$ cat config.mk
export PLATFORM = sky130hd
export DESIGN_NAME = rca_lsq_responder
export DESIGN_NICKNAME = d
export VERILOG_FILES = /design/src/rtl/rca_lsq_responder.sv
export SDC_FILE = /design/constraint.sdc
export NUM_CORES = 1
export LEC_CHECK = 0
export CAP_MARGIN = 5
export CORE_UTILIZATION = 40
export DETAILED_ROUTE_END_ITERATION = 8
export PLACE_DENSITY = 0.75
export SETUP_SLACK_MARGIN = 0.05
export SLEW_MARGIN = 20
export SYNTH_ARGS = -nofsm -noshare
export SYNTH_HDL_FRONTEND = slang
export SYNTH_SLANG_ARGS = --single-unit
$ cat constraint.sdc
create_clock -name clk -period 4.69 [get_ports clk]
set_input_delay 0.7035 -clock clk [delete_from_list [all_inputs] [get_ports clk]]
set_output_delay 0.7035 -clock clk [all_outputs]
set_load 0.05 [all_outputs]
$ cat src/rtl/rca_lsq_responder.sv
// Responder end of the RCA OU load/store interface: in-order request FIFO,
// single-outstanding word memory port, sub-word store/load formatting.
// Optional macro RCA_LSQ_MISALIGN_CHECK_EN drops misaligned H/W accesses at the head.
//
// Memory handshake: a request transfers on a cycle where mem_req && mem_ack;
// mem_addr/mem_we/mem_be/mem_wdata are stable while mem_req is high and
// unacknowledged. mem_rvalid is only honoured while a load is outstanding.
module rca_lsq_responder #(
  parameter int LSQ_DEPTH = 4
) (
  input  logic        clk,
  input  logic        rst,
  input  logic [31:0] addr,
  input  logic [31:0] data,
  input  logic [2:0]  fn3,
  input  logic        load,
  input  logic        store,
  input  logic        new_request,
  output logic        lsq_full,
  output logic [31:0] load_data,
  output logic        load_complete,
  output logic        misalign_err,
  output logic        mem_req,
  output logic [31:0] mem_addr,
  output logic [31:0] mem_wdata,
  output logic [3:0]  mem_be,
  output logic        mem_we,
  input  logic        mem_ack,
  input  logic        mem_rvalid,
  input  logic [31:0] mem_rdata
);

  localparam int PTR_W = $clog2(LSQ_DEPTH);

  typedef struct packed {
    logic [31:0] addr;
    logic [31:0] data;
    logic [2:0]  fn3;
    logic        is_load;
  } entry_t;

  typedef enum logic {
    S_IDLE,
    S_WAIT
  } state_t;

  state_t           state_q, state_d;
  entry_t           fifo_q [LSQ_DEPTH];
  entry_t           fifo_d [LSQ_DEPTH];
  logic [PTR_W-1:0] rd_ptr_q, rd_ptr_d;
  logic [PTR_W-1:0] wr_ptr_q, wr_ptr_d;
  logic [PTR_W:0]   count_q, count_d;
  logic [2:0]       wfn3_q, wfn3_d;
  logic [1:0]       woff_q, woff_d;
  logic [31:0]      load_data_q, load_data_d;
  logic             load_complete_q, load_complete_d;
  logic             misalign_err_q, misalign_err_d;

  entry_t      head;
  logic [1:0]  head_off;
  logic        fifo_empty;
  logic        push;
  logic        pop;
  logic        head_misaligned;
  logic [3:0]  st_be;
  logic [31:0] st_wdata;
  logic [7:0]  ld_byte;
  logic [15:0] ld_half;
  logic [31:0] ld_fmt;

  assign head       = fifo_q[rd_ptr_q];
  assign head_off   = head.addr[1:0];
  assign fifo_empty = (count_q == '0);
  assign lsq_full   = (count_q == (PTR_W+1)'(LSQ_DEPTH));
  assign push       = new_request && !lsq_full && (load || store);

`ifdef RCA_LSQ_MISALIGN_CHECK_EN
  assign head_misaligned = ((head.fn3[1:0] == 2'b01) && head_off[0]) ||
                           (head.fn3[1] && (head_off != 2'b00));
`else
  assign head_misaligned = 1'b0;
`endif

  assign mem_req = (state_q == S_IDLE) && !fifo_empty && !head_misaligned;
  // A misaligned head is retired locally without touching the memory port.
  assign pop     = (mem_req && mem_ack) ||
                   ((state_q == S_IDLE) && !fifo_empty && head_misaligned);

  always_comb begin
    st_be    = 4'b1111;
    st_wdata = head.data;
    case (head.fn3[1:0])
      2'b00: begin
        st_be    = 4'b0001 << head_off;
        st_wdata = {4{head.data[7:0]}};
      end
      2'b01: begin
        st_be    = head_off[1] ? 4'b1100 : 4'b0011;
        st_wdata = {2{head.data[15:0]}};
      end
      default: begin
        st_be    = 4'b1111;
        st_wdata = head.data;
      end
    endcase
  end

  assign mem_addr  = {head.addr[31:2], 2'b00};
  assign mem_we    = !head.is_load;
  assign mem_be    = head.is_load ? 4'b1111 : st_be;
  assign mem_wdata = st_wdata;

  always_comb begin
    ld_byte = mem_rdata[7:0];
    case (woff_q)
      2'b00:   ld_byte = mem_rdata[7:0];
      2'b01:   ld_byte = mem_rdata[15:8];
      2'b10:   ld_byte = mem_rdata[23:16];
      default: ld_byte = mem_rdata[31:24];
    endcase
    ld_half = woff_q[1] ? mem_rdata[31:16] : mem_rdata[15:0];
    ld_fmt  = mem_rdata;
    case (wfn3_q[1:0])
      2'b00:   ld_fmt = {{24{!wfn3_q[2] && ld_byte[7]}}, ld_byte};
      2'b01:   ld_fmt = {{16{!wfn3_q[2] && ld_half[15]}}, ld_half};
      default: ld_fmt = mem_rdata;
    endcase
  end

  always_comb begin
    fifo_d          = fifo_q;
    rd_ptr_d        = rd_ptr_q;
    wr_ptr_d        = wr_ptr_q;
    count_d         = count_q;
    state_d         = state_q;
    wfn3_d          = wfn3_q;
    woff_d          = woff_q;
    load_data_d     = load_data_q;
    load_complete_d = 1'b0;
    misalign_err_d  = 1'b0;

    if (push) begin
      fifo_d[wr_ptr_q] = '{addr: addr, data: data, fn3: fn3, is_load: load};
      wr_ptr_d         = wr_ptr_q + PTR_W'(1);
    end
    if (pop) begin
      rd_ptr_d = rd_ptr_q + PTR_W'(1);
    end
    case ({push, pop})
      2'b10:   count_d = count_q + (PTR_W+1)'(1);
      2'b01:   count_d = count_q - (PTR_W+1)'(1);
      default: count_d = count_q;
    endcase

    case (state_q)
      S_IDLE: begin
        if (pop) begin
          if (head_misaligned) begin
            misalign_err_d = 1'b1;
            if (head.is_load) begin
              load_complete_d = 1'b1;
              load_data_d     = 32'h0;
            end
          end else if (head.is_load) begin
            state_d = S_WAIT;
            wfn3_d  = head.fn3;
            woff_d  = head_off;
          end
        end
      end
      S_WAIT: begin
        if (mem_rvalid) begin
          load_data_d     = ld_fmt;
          load_complete_d = 1'b1;
          state_d         = S_IDLE;
        end
      end
      default: state_d = S_IDLE;
    endcase
  end

  always_ff @(posedge clk) begin
    if (rst) begin
      state_q         <= S_IDLE;
      rd_ptr_q        <= '0;
      wr_ptr_q        <= '0;
      count_q         <= '0;
      wfn3_q          <= 3'b000;
      woff_q          <= 2'b00;
      load_data_q     <= 32'h0;
      load_complete_q <= 1'b0;
      misalign_err_q  <= 1'b0;
    end else begin
      state_q         <= state_d;
      rd_ptr_q        <= rd_ptr_d;
      wr_ptr_q        <= wr_ptr_d;
      count_q         <= count_d;
      wfn3_q          <= wfn3_d;
      woff_q          <= woff_d;
      load_data_q     <= load_data_d;
      load_complete_q <= load_complete_d;
      misalign_err_q  <= misalign_err_d;
    end
  end

  // Entry payload needs no reset: count_q alone decides which entries are live.
  always_ff @(posedge clk) begin
    for (int i = 0; i < LSQ_DEPTH; i++) begin
      fifo_q[i] <= fifo_d[i];
    end
  end

  assign load_data     = load_data_q;
  assign load_complete = load_complete_q;
  assign misalign_err  = misalign_err_q;

endmodule
* After elaboration in Yosys (flattened, before gate mapping)
Cells that the tools add are included.
** Storage, ports and cells
- Register bits :: 318
- Input bits :: 106
- Output and inout port bits :: 105
- Logic and storage cells :: 84
** Cells by class
- $add $sub $neg :: 4
- Order comparisons :: 3
- Equality and inequality tests :: 8
- Shift operators :: 1
- Mux-type cells :: 22
- Bitwise logic cells :: 3
- Reductions and logical operators :: 19
** Operators by type and width (count)
- $bwmux W272 :: 1
- $mux W68 :: 3
- $bmux W68 S2 :: 1
- $demux W68 S2 :: 1
- $pmux W32 S2 :: 2
- $mux W32 :: 2
- $pmux W8 S3 :: 1
- $mux W16 :: 1
- $eq A2 B1 Y1 const B :: 4
- $mux W4 :: 2
- $pmux W4 S2 :: 1
- $logic_and A1 B1 Y1 :: 7
- $ge A3 B3 Y1 const B :: 2
- $logic_not A2 Y1 :: 3
- $not A2 Y3 :: 2
- $pmux W3 S2 :: 1
- $add A2 B1 Y2 const B :: 2
- $eq A2 B2 Y1 const B :: 2
- $logic_not A1 Y1 :: 4
- $mux W1 :: 4
- $pmux W1 S2 :: 2
- $shl A1 B2 Y4 const A :: 1
- $add A3 B1 Y3 const B :: 1
- $eq A3 B3 Y1 const B :: 1
- other kinds (9) :: 9

* Longest topological paths before layout
- Depth after elaboration :: 7
- Gate-level depth with buffers :: 10
- Gate-level depth less buffers :: 10

* Worst setup path before layout
Ideal clock, no wire load.
- Kind :: register to register
- Start point :: register count_q[0]
- End point :: register fifo_q[0] (netlist name), enable pin
- Library setup time :: 433 ps
- Arrival time :: 2802 ps
- Data required time :: 4257 ps
- Path slack :: 1454 ps
- Cell stages (with the launch flop) :: 5
- Buffers on the path :: 0
- Clock period less this slack :: 3236 ps
- Cells stage by stage :: dfxtp_1 inv_1 and3_1 nor2_1 and2_1
** Between the ends
- Longest elaborated chain between the ends :: 4
** Ends and longest elaborated chain
- from (decl) :: line 52 : logic [PTR_W:0] count_q, count_d;
- from (signal assigned) :: line 197 : count_q <= count_d;
- $eq A3 B3 Y1 :: line 74 : assign lsq_full = (count_q == (PTR_W+1)'(LSQ_DEPTH));
- net lsq_full :: line 19 : output logic lsq_full,
- $logic_not A1 Y1 :: line 75 : assign push = new_request && !lsq_full && (load || store);
- $logic_and A1 B1 Y1 (2 in series) :: line 75
- to (signal, indexed assignment) :: line 209 : fifo_q[i] <= fifo_d[i];
- to (decl) :: line 48 : entry_t fifo_q [LSQ_DEPTH];
The timed path passes the listed nets, and every way through them passes these cells.
A chain may end at the register's enable or synchronous reset.

* Worst setup path in the final report
- Start point :: register rd_ptr_q[1]
- End point :: output mem_wdata[15]
** Between the ends
- Longest elaborated chain between the ends :: 6
- Elaborated cells between the ends (all ways) :: 7
- Those cells by class :: 1 x eq/ne; 4 x mux; 1 x bitwise; 1 x reduce/logical
** Ends and longest elaborated chain
- from (decl) :: line 50 : logic [PTR_W-1:0] rd_ptr_q, rd_ptr_d;
- from (signal assigned) :: line 195 : rd_ptr_q <= rd_ptr_d;
- $not A2 Y3 (implied by the code) (*) :: line 71 : assign head = fifo_q[rd_ptr_q];
- $bmux W68 S2 (*) :: line 71
- $mux W68 (implied by the code) (*) (2 in series) :: line 71
- $eq A2 B1 Y1 / $logic_not A2 Y1 (equally long branches) :: line 92 : case (head.fn3[1:0])
- $pmux W32 S2 (*) :: line 92
- to (decl) :: line 25 : output logic [31:0] mem_wdata,
Mark *: on every way between the ends. The rest lies on a longest branch, timed or not. The select of a mux whose other input is x is not followed.

==> flow_summary.json <==
{
  "status": "finished, final reports clean",
  "rows": 65,
  "drt_iter0_drc": 400,
  "die_h_um": 181,
  "maxCapViolCount": 0,
  "clockBufferDepth": 3,
  "synthFlopType": "edfxtp_1",
  "drt-met1-wl_um": 11100,
  "detail_route.wl_per_cell_um": 20.8,
  "routed.top_layer": "met5",
  "post_cts_buffers": 0,
  "ys_types": 40,
  "avgSynthCellArea_um2": 17.4,
  "port_buffers": 207,
  "yosys_warnings": 0,
  "r2r_cells": 5,
  "place_congestion": 0.859,
  "powerDensity_nw_per_um2": 612,
  "cts.hold.buffers_added": 0,
  "finalCritPeriodShare_pct": 86.4,
  "p_total_uw": 10000,
  "dpl.hpwl_um": 17500,
  "wl_met3_um": 2340,
  "min_period_ns": 4.05,
  "dr_wl_met2_um": 13800,
  "ios": 211,
  "hold_path.class": "flip-flop to flip-flop",
  "grt_pass1_wl_um": 42800,
  "cts_resized": 0,
  "critPathMaxFanout": 31,
  "whs_path_depth": 2,
  "grt_pass1_vias": 7323,
  "setup-violations-final": 0,
  "rsz0062_at_grt": "false",
  "routed_wl_um": 28000,
  "grt_use_total_pct": 17.2,
  "endpoint_kind": "primary output",
  "finalClockSkew_ns": 0.0130,
  "p_leak_uw": 0.00525,
  "synth_edf_count": 272,
  "cts_sinks": 318,
  "clkLatencyLatePin_ns": 0.52,
  "worst_pin_slew_ns": 0.844,
  "initial_core_util_pct": 40.8,
  "via_per_inst": 5.21,
  "layout-drive-gt1-share_pct": 19.0,
  "synth-async-reset-ratio_pct": 0,
  "drt_first_pass_iters": 5,
  "h-tree-depth": 2,
  "grt_max_degree": 69,
  "syn-instance-count": 740,
  "finalHoldViolCount": 0,
  "postRouteAntennaNets": 0,
  "path_clk_slew_ns": 0.06,
  "slew-limit-headroom_pct": 43.6,
  "cts_tree": "built",
  "dpl_cell_area_um2": 15100,
  "crit_arrival_ns": 3.35,
  "synth_seq_cells": 318,
  "slew_violations": 0,
  "route.detailed.drc": 0,
  "finalInstanceArea_um2": 16400,
  "syn2layout_area_growth_pct": 27.2,
  "worstSetupPathType": "flip-flop to primary output",
  "die_w_um": 181,
  "num-nets-final": 1027,
  "finalSetupTns_ns": 0,
  "antenna_found_initial": 4,
  "worstPathRequired_ns": 3.99,
  "vias": 6999,
  "die-area_um2": 32900,
  "cts_root_buf": "clkbuf_16",
  "vdd_ir_drop_max_v": 0.000434,
  "clock.fmax_ghz": 0.247,
  "core_area_um2": 31600,
  "netlist_area_um2": 12900,
  "seq_area_frac_synth_pct": 70.7,
  "grt_overflow": 0,
  "cts_buffers": 36,
  "startpoint_type": "flip-flop"
}
==> metrics by stage <==
step	hold WS [ns]	utilization [%]	std cells	worst slack (ns)
2_1_floorplan	0.467	-	742	1.45
3_3_place_gp	0.484	47.9	1279	1.18
4_1_cts	0.499	51.8	1343	0.547
5_1_grt	0.521	51.8	1343	0.471
6_report	0.496	51.8	1344	0.639
3_5_place_dp	0.491	47.9	1279	1.12
==> power breakdown <==
group / switching (uW) / internal [uW] / total (uW) / leakage (uW)
Clock: 1130 / 1810 / 2930 / 0.000600
Sequential: 140 / 3320 / 3460 / 0.00286
Combinational: 2230 / 1380 / 3610 / 0.00180
Total: 3500 / 6500 / 10000 / 0.00525
==> layout make-up <==
type | instances | area [um^2]
diodes | 1 | 2.50
multi-input cells | 324 | 3220
clock buffers | 40 | 916
repair buffers | 217 | 2220
well taps | 402 | 503
inverters | 18 | 67.6
clock inverters | 24 | 325
flip-flops and latches | 318 | 9100
fillers | 2558 | 15200
==> worst max-delay path: stages, from the launching register on <==
cell and delay, ns:
dfxtp_4 0.69, mux4_2 0.69, nor2_4 0.35, mux2_2 0.39, clkdlybuf4s50_1 0.71
==> placed cells by master (no fill, tap or decap), types with 6 or more instances in the layout <==
master,synthesis,layout
edfxtp_1,272,272
dfxtp_1,46,44
a21oi_1,15,15
mux2i_1,15,15
nor3_1,8,8
a211oi_1,22,22
clkinv_1,0,7
buf_12,0,6
inv_1,18,18
bufinv_16,0,7
nand2_1,39,39
clkdlybuf4s50_1,0,207
a211oi_2,11,11
clkbuf_16,0,36
o21ai_0,23,23
nor2_1,50,50
mux4_2,68,68
a22oi_1,8,8
mux2_2,23,23
==> routing by layer <==
layer	up-vias	track usage, %
met3	55	5.70
met4	4	5.39
met5	-	0
met2	255	28.8
li1	3180	-
met1	3505	21.1
==> registers in the layout, indices dropped and copies added, names as in the netlist <==
name / flops
fifo_q: 272
load_data: 32
count_q: 3
wfn3_q: 3
rd_ptr_q: 2
woff_q: 2
wr_ptr_q: 2
load_complete: 1
state_q: 1
==> cell families (layout without fill, tap and decap cells) <==
family / count (synthesis) / in the layout / share of synthesized area, %
multiplexers: 106 / 106 / 15.1
XOR/XNOR: 5 / 5 / 0.341
AO/OA/AOI/OAI: 85 / 85 / 4.79
AND/OR/NAND/NOR: 119 / 119 / 4.04
adder cells (fa/ha/maj): 6 / 6 / 0.642
flip-flops: 318 / 318 / 70.7
buffers and inverters: 100 / 299 / 4.41
other: 1 / 4 / 0.0292
==> final timing paths <==
| check | startpoint | end | slack [ns] |
|---|---|---|---|
| worst min register to register | load_data[9] | load_data[9] | 0.50 |
| worst max-delay path | rd_ptr_q[1] | mem_wdata[15] | 0.64 |
| worst min-delay path | load_data[9] | load_data[9] | 0.50 |
| worst max register to register | count_q[0] | fifo_q[247] | 2.28 |
==> cell usage after synthesis (all sizes together), types with 6 or more instances <==
library cell  number  area share [%]
and2               6            0.31
dfxtp             46             7.2
a21oi             15            0.58
a22oi              8            0.47
inv               18            0.53
nand2             39             1.1
mux4              68              12
clkbuf            22            0.64
mux2i             15             1.2
mux2              23             2.0
buf               60             3.2
nor2              51             1.5
edfxtp           272              64
nor3               8            0.31
o21ai             23            0.90
a211oi            33             2.4
No activity file was read; power rests on OpenSTA's default activity.
